===== config.mk =====
export PLATFORM = sky130hd
export DESIGN_NAME = fsk_tx_ctrl
export DESIGN_NICKNAME = d
export VERILOG_FILES = /design/src/rtl/fsk_tx_ctrl.sv
export SDC_FILE = /design/constraint.sdc
export NUM_CORES = 1
export LEC_CHECK = 0
export CELL_PAD_IN_SITES_DETAIL_PLACEMENT = 1
export CELL_PAD_IN_SITES_GLOBAL_PLACEMENT = 1
export CORE_UTILIZATION = 40
export CTS_CLUSTER_SIZE = 20
export DETAILED_ROUTE_END_ITERATION = 10
export MAX_ROUTING_LAYER = met4
export PLACE_DENSITY = 0.85
export SYNTH_ARGS = -nofsm -noshare
export SYNTH_HDL_FRONTEND = slang
export SYNTH_SLANG_ARGS = --single-unit

===== constraint.sdc =====
create_clock -name clk -period 1.8 [get_ports clk]
set_input_delay 0.45 -clock clk [delete_from_list [all_inputs] [get_ports clk]]
set_output_delay 0.45 -clock clk [all_outputs]
set_load 0.02 [all_outputs]

===== src/rtl/fsk_tx_ctrl.sv =====
// FSK transmit framing controller: start bit, 8 data bits LSB first, optional even parity, stop bit.
// Define FSK_TX_PARITY_EN to insert the even-parity slot between the data bits and the stop bit.
module fsk_tx_ctrl #(
  parameter int   BIT_CYCLES = 16,
  parameter logic IDLE_LEVEL = 1'b1
) (
  input  logic       clk,
  input  logic       rst,
  input  logic       tx_en,
  input  logic       word_valid,
  input  logic [7:0] word,
  output logic       word_ready,
  output logic       bit_out,
  output logic       freq_sel,
  output logic       busy,
  output logic       done
);

  localparam int CW = (BIT_CYCLES > 1) ? $clog2(BIT_CYCLES) : 1;
  localparam logic [CW-1:0] CYC_LAST = CW'(BIT_CYCLES - 1);

`ifdef FSK_TX_PARITY_EN
  typedef enum logic [2:0] {IDLE, START, DATA, PARITY, STOP} state_t;
`else
  typedef enum logic [2:0] {IDLE, START, DATA, STOP} state_t;
`endif

  state_t        state, state_nxt;
  logic [2:0]    bit_cnt, bit_cnt_nxt;
  logic [CW-1:0] cyc_cnt, cyc_cnt_nxt;
  logic [7:0]    shreg, shreg_nxt;
  logic          bit_nxt;
  logic          cyc_last;
  logic          accept;

  assign cyc_last   = (cyc_cnt == CYC_LAST);
  assign word_ready = rst && tx_en && ((state == IDLE) || ((state == STOP) && cyc_last));
  assign accept     = word_valid && word_ready;
  assign done       = (state == STOP) && cyc_last;
  assign busy       = (state != IDLE);
  assign freq_sel   = bit_out;

  // The shift register rotates rather than shifts, so it holds the original
  // word again after the eighth bit and its XOR reduction is the parity bit.
  always_comb begin
    state_nxt   = state;
    bit_cnt_nxt = bit_cnt;
    shreg_nxt   = shreg;
    cyc_cnt_nxt = cyc_last ? '0 : cyc_cnt + CW'(1);
    case (state)
      IDLE: begin
        cyc_cnt_nxt = '0;
        if (accept) begin
          state_nxt = START;
          shreg_nxt = word;
        end
      end
      START: begin
        if (cyc_last) begin
          state_nxt   = DATA;
          bit_cnt_nxt = '0;
        end
      end
      DATA: begin
        if (cyc_last) begin
          shreg_nxt   = {shreg[0], shreg[7:1]};
          bit_cnt_nxt = bit_cnt + 3'd1;
          if (bit_cnt == 3'd7) begin
`ifdef FSK_TX_PARITY_EN
            state_nxt = PARITY;
`else
            state_nxt = STOP;
`endif
          end
        end
      end
`ifdef FSK_TX_PARITY_EN
      PARITY: begin
        if (cyc_last) state_nxt = STOP;
      end
`endif
      STOP: begin
        if (cyc_last) begin
          if (accept) begin
            state_nxt = START;
            shreg_nxt = word;
          end else begin
            state_nxt = IDLE;
          end
        end
      end
      default: state_nxt = IDLE;
    endcase

    // Line level is a function of the state being entered, keeping bit_out registered.
    bit_nxt = IDLE_LEVEL;
    case (state_nxt)
      IDLE:   bit_nxt = IDLE_LEVEL;
      START:  bit_nxt = 1'b0;
      DATA:   bit_nxt = shreg_nxt[0];
`ifdef FSK_TX_PARITY_EN
      PARITY: bit_nxt = ^shreg_nxt;
`endif
      STOP:   bit_nxt = 1'b1;
      default: bit_nxt = IDLE_LEVEL;
    endcase
  end

  always_ff @(posedge clk or negedge rst) begin
    if (!rst) begin
      state   <= IDLE;
      bit_cnt <= '0;
      cyc_cnt <= '0;
      shreg   <= '0;
      bit_out <= IDLE_LEVEL;
    end else begin
      state   <= state_nxt;
      bit_cnt <= bit_cnt_nxt;
      cyc_cnt <= cyc_cnt_nxt;
      shreg   <= shreg_nxt;
      bit_out <= bit_nxt;
    end
  end

endmodule


==> impl_metrics.json, run 1 <==
{
  "ys_seq_area_share_pct": 44.8,
  "place_inst": 168,
  "antenna_found_initial": 0,
  "ys_ff_latch": 19,
  "root_buffer": "clkbuf_4",
  "p_leak_nw": 0.690,
  "grt-ovfl-total": 0,
  "fin_crit_ns": 1.96,
  "cts_tree": "done",
  "status": "finished, violations left",
  "p_total_mw": 0.984,
  "numCtsBuffers": 3,
  "synthDistinctLibCells": 42,
  "wl_per_cell_um": 21.8,
  "nNetsFinal": 163,
  "crit_arrival_ns": 1.51,
  "crit_required_ns": 1.35,
  "fin_skew_ns": 0.00447,
  "area_delta_synth_final_pct": 41.8,
  "syn_avg_cell_area_um2": 9.95,
  "crit_type": "reg2out",
  "ir_drop_mv": 0.463,
  "rows": 18,
  "syn_inst": 107,
  "num_vias": 1073,
  "yosysTopAreaCellShare_pct": 42.3,
  "insertion_delay_ns": 0.32,
  "grt_pass1_wl_um": 5460,
  "synth_area_leaders": "dfrtp_1 42%, a221o_1 6.6%, and3_1 5.9%, ha_1 3.5%, nand2_1 3.2%",
  "port-buffer-count": 16,
  "drtAntennaViolNets": 0,
  "routabilityCongestion": 0.819,
  "layout_commonest_cell": "buf_4",
  "pre_cts_ws_ns": -0.538,
  "power_density_mw_per_mm2": 651,
  "wirelength_um": 3850,
  "first_pass_iters": 4,
  "fmax_mhz": 510,
  "grt.total_usage_pct": 29.1,
  "violations": "setup timing",
  "die_x_um": 53.6,
  "ys_warn_count": 0,
  "clk_pin_slew_worst_paths_ns": 0.13,
  "yosys.area.top_type": "dfrtp_1",
  "io_pins": 17,
  "fin_cells": 177,
  "initial_utilization_pct": 42.6,
  "cap_violations": 0,
  "die_h_um": 53.6,
  "regArea_um2": 477,
  "cp-end-kind": "output pin",
  "grt_pass1_vias": 1102,
  "core_area_mm2": 0.00250,
  "cp-start-kind": "register",
  "fillCellCount": 278,
  "slew_violations": 0,
  "syn_area_mm2": 0.00106,
  "cts.sinks": 19,
  "h-tree-depth": 1,
  "fin_tns_setup_ns": -0.326,
  "via_per_inst": 6.06,
  "period_share_pct": 109,
  "grt_max_degree": 23,
  "route.detailed.drc": 0,
  "multi_input_area_um2": 606,
  "cp_max_fo": 3,
  "synthesis.nets": 122,
  "fp.dieArea_mm2": 0.00287,
  "hold_class": "in2async",
  "antennaDiodeCount": 0,
  "layout_common_cells": "27 x buf_4, 18 x dfrtp_1, 9 x nand2_1, 9 x clkdlybuf4s50_1, 8 x and3_1",
  "rsz0062_at_grt": "true",
  "final_hold_viol_count": 0,
  "postLayoutCellArea_mm2": 0.00151,
  "dpl-instance-area_mm2": 0.00139,
  "drt_iter0_drc": 23,
  "clk_path_buf_depth": 2,
  "dp_hpwl_um": 2240,
  "drive_gt1_share_pct": 34.7,
  "setup_viol": 3,
  "setup_ws_ns": -0.161
}
## layer usage
layer,wire length [µm],share of wire (%),track usage [%]
met2,2030,53,51.7
met1,1520,40,31.9
met5,0,0,-
met3,154,4.0,5.08
met4,148,3.8,11.8
## Yosys cell counts, drive strengths merged
cell    number
buf          4
ha           3
nand3b       1
and4b        1
o21bai       1
nand4        2
a221o        7
and3        10
o21ai        6
o31a         1
inv          2
o221ai       1
or3          1
dfstp        1
nand2        9
nand2b       2
conb         1
a21o         1
nor2         6
nand3        3
a21oi        3
nor3         6
xor2         1
dfrtp       18
a22o         3
a211oi       2
xnor2        2
and2         1
or4          1
a221oi       1
nor2b        1
nor4         1
clkbuf       3
mux2i        1
## final cells by class
cell class	instances	share of cell area [%]
repair buffers	43	23.5
flip-flops and latches	19	31.6
clock buffers	3	1.49
inverters	2	0.497
well taps	30	2.49
multi-input cells	79	40.1
clock inverters	1	0.331
## report_power, final
| part | leakage [nW] | internal (mW) | switching, mW |
|---|---|---|---|
| Sequential | 0.246 | 0.474 | 0.0391 |
| Combinational | 0.426 | 0.122 | 0.101 |
| Clock | 0.0177 | 0.0835 | 0.164 |
| Total | 0.690 | 0.680 | 0.304 |
## registers in the layout (all words and copies together), names as in the netlist
| name | flops |
|---|---|
| cyc_cnt | 4 |
| bit_cnt | 3 |
| bit_out | 1 |
| state | 3 |
| shreg | 8 |
## cell families after synthesis
kind of cell | after synthesis | synth area share (%)
and+or+nand+nor | 45 | 24.0
AOI/OAI and AO/OA | 26 | 19.4
DFF | 19 | 44.8
buffers and inverters | 9 | 4.58
adders and majority gates | 3 | 3.53
xor gates and xnor gates | 3 | 2.47
other | 1 | 0.352
muxes | 1 | 0.940
## final timing paths
check                           depth (start not counted)  slack [ns]                    from                     end
worst max-delay path                                    5       -0.16      state[1]$_DFF_PN0_              word_ready
worst min-delay path                                    2        0.24                     rst      state[2]$_DFF_PN0_
worst max register to register                          8        0.04      state[1]$_DFF_PN0_    shreg[4]$_DFFE_PN0P_
worst min register to register                          1        0.56  bit_cnt[2]$_DFFE_PN0P_  bit_cnt[2]$_DFFE_PN0P_
max in group asynchronous                               2        1.20                     rst       bit_out$_DFF_PN1_
min in group clk                                        1        0.56  bit_cnt[2]$_DFFE_PN0P_  bit_cnt[2]$_DFFE_PN0P_
## stage by stage
stage	hold WS, ns	utilization, %
after global routing	0.258	60.4
final	0.239	60.4
after global placement	0.489	55.5
after detailed placement	0.495	55.5
after floorplan	0.154	-
after CTS	0.258	59.0
## worst max-delay path, cell delays in order, from the launching register on
cell	delay (ns)
dfrtp_1	0.45
buf_6	0.13
nand4_4	0.12
o21ai_2	0.18
and3_4	0.20
buf_6	0.11
## timing repair
action	CTS	global route
pin swaps	6	5
gates resized for setup	28	4
endpoints found under the hold margin	0	0
hold buffers	0	0
setup buffers	3	2
endpoints found under the setup margin	13	12
Note: power is estimated with default switching activity, not from simulation.
==> run 2, diff against run 1 <==
--- a/config.mk
+++ b/config.mk
@@ -8,6 +8,7 @@
 export CELL_PAD_IN_SITES_DETAIL_PLACEMENT = 1
 export CELL_PAD_IN_SITES_GLOBAL_PLACEMENT = 1
 export CORE_UTILIZATION = 40
+export CTS_CLUSTER_DIAMETER = 200
 export CTS_CLUSTER_SIZE = 20
 export DETAILED_ROUTE_END_ITERATION = 10
 export MAX_ROUTING_LAYER = met4
==> results of run 2 <==
The final DEF is identical to that of run 1; final timing and power are the same.
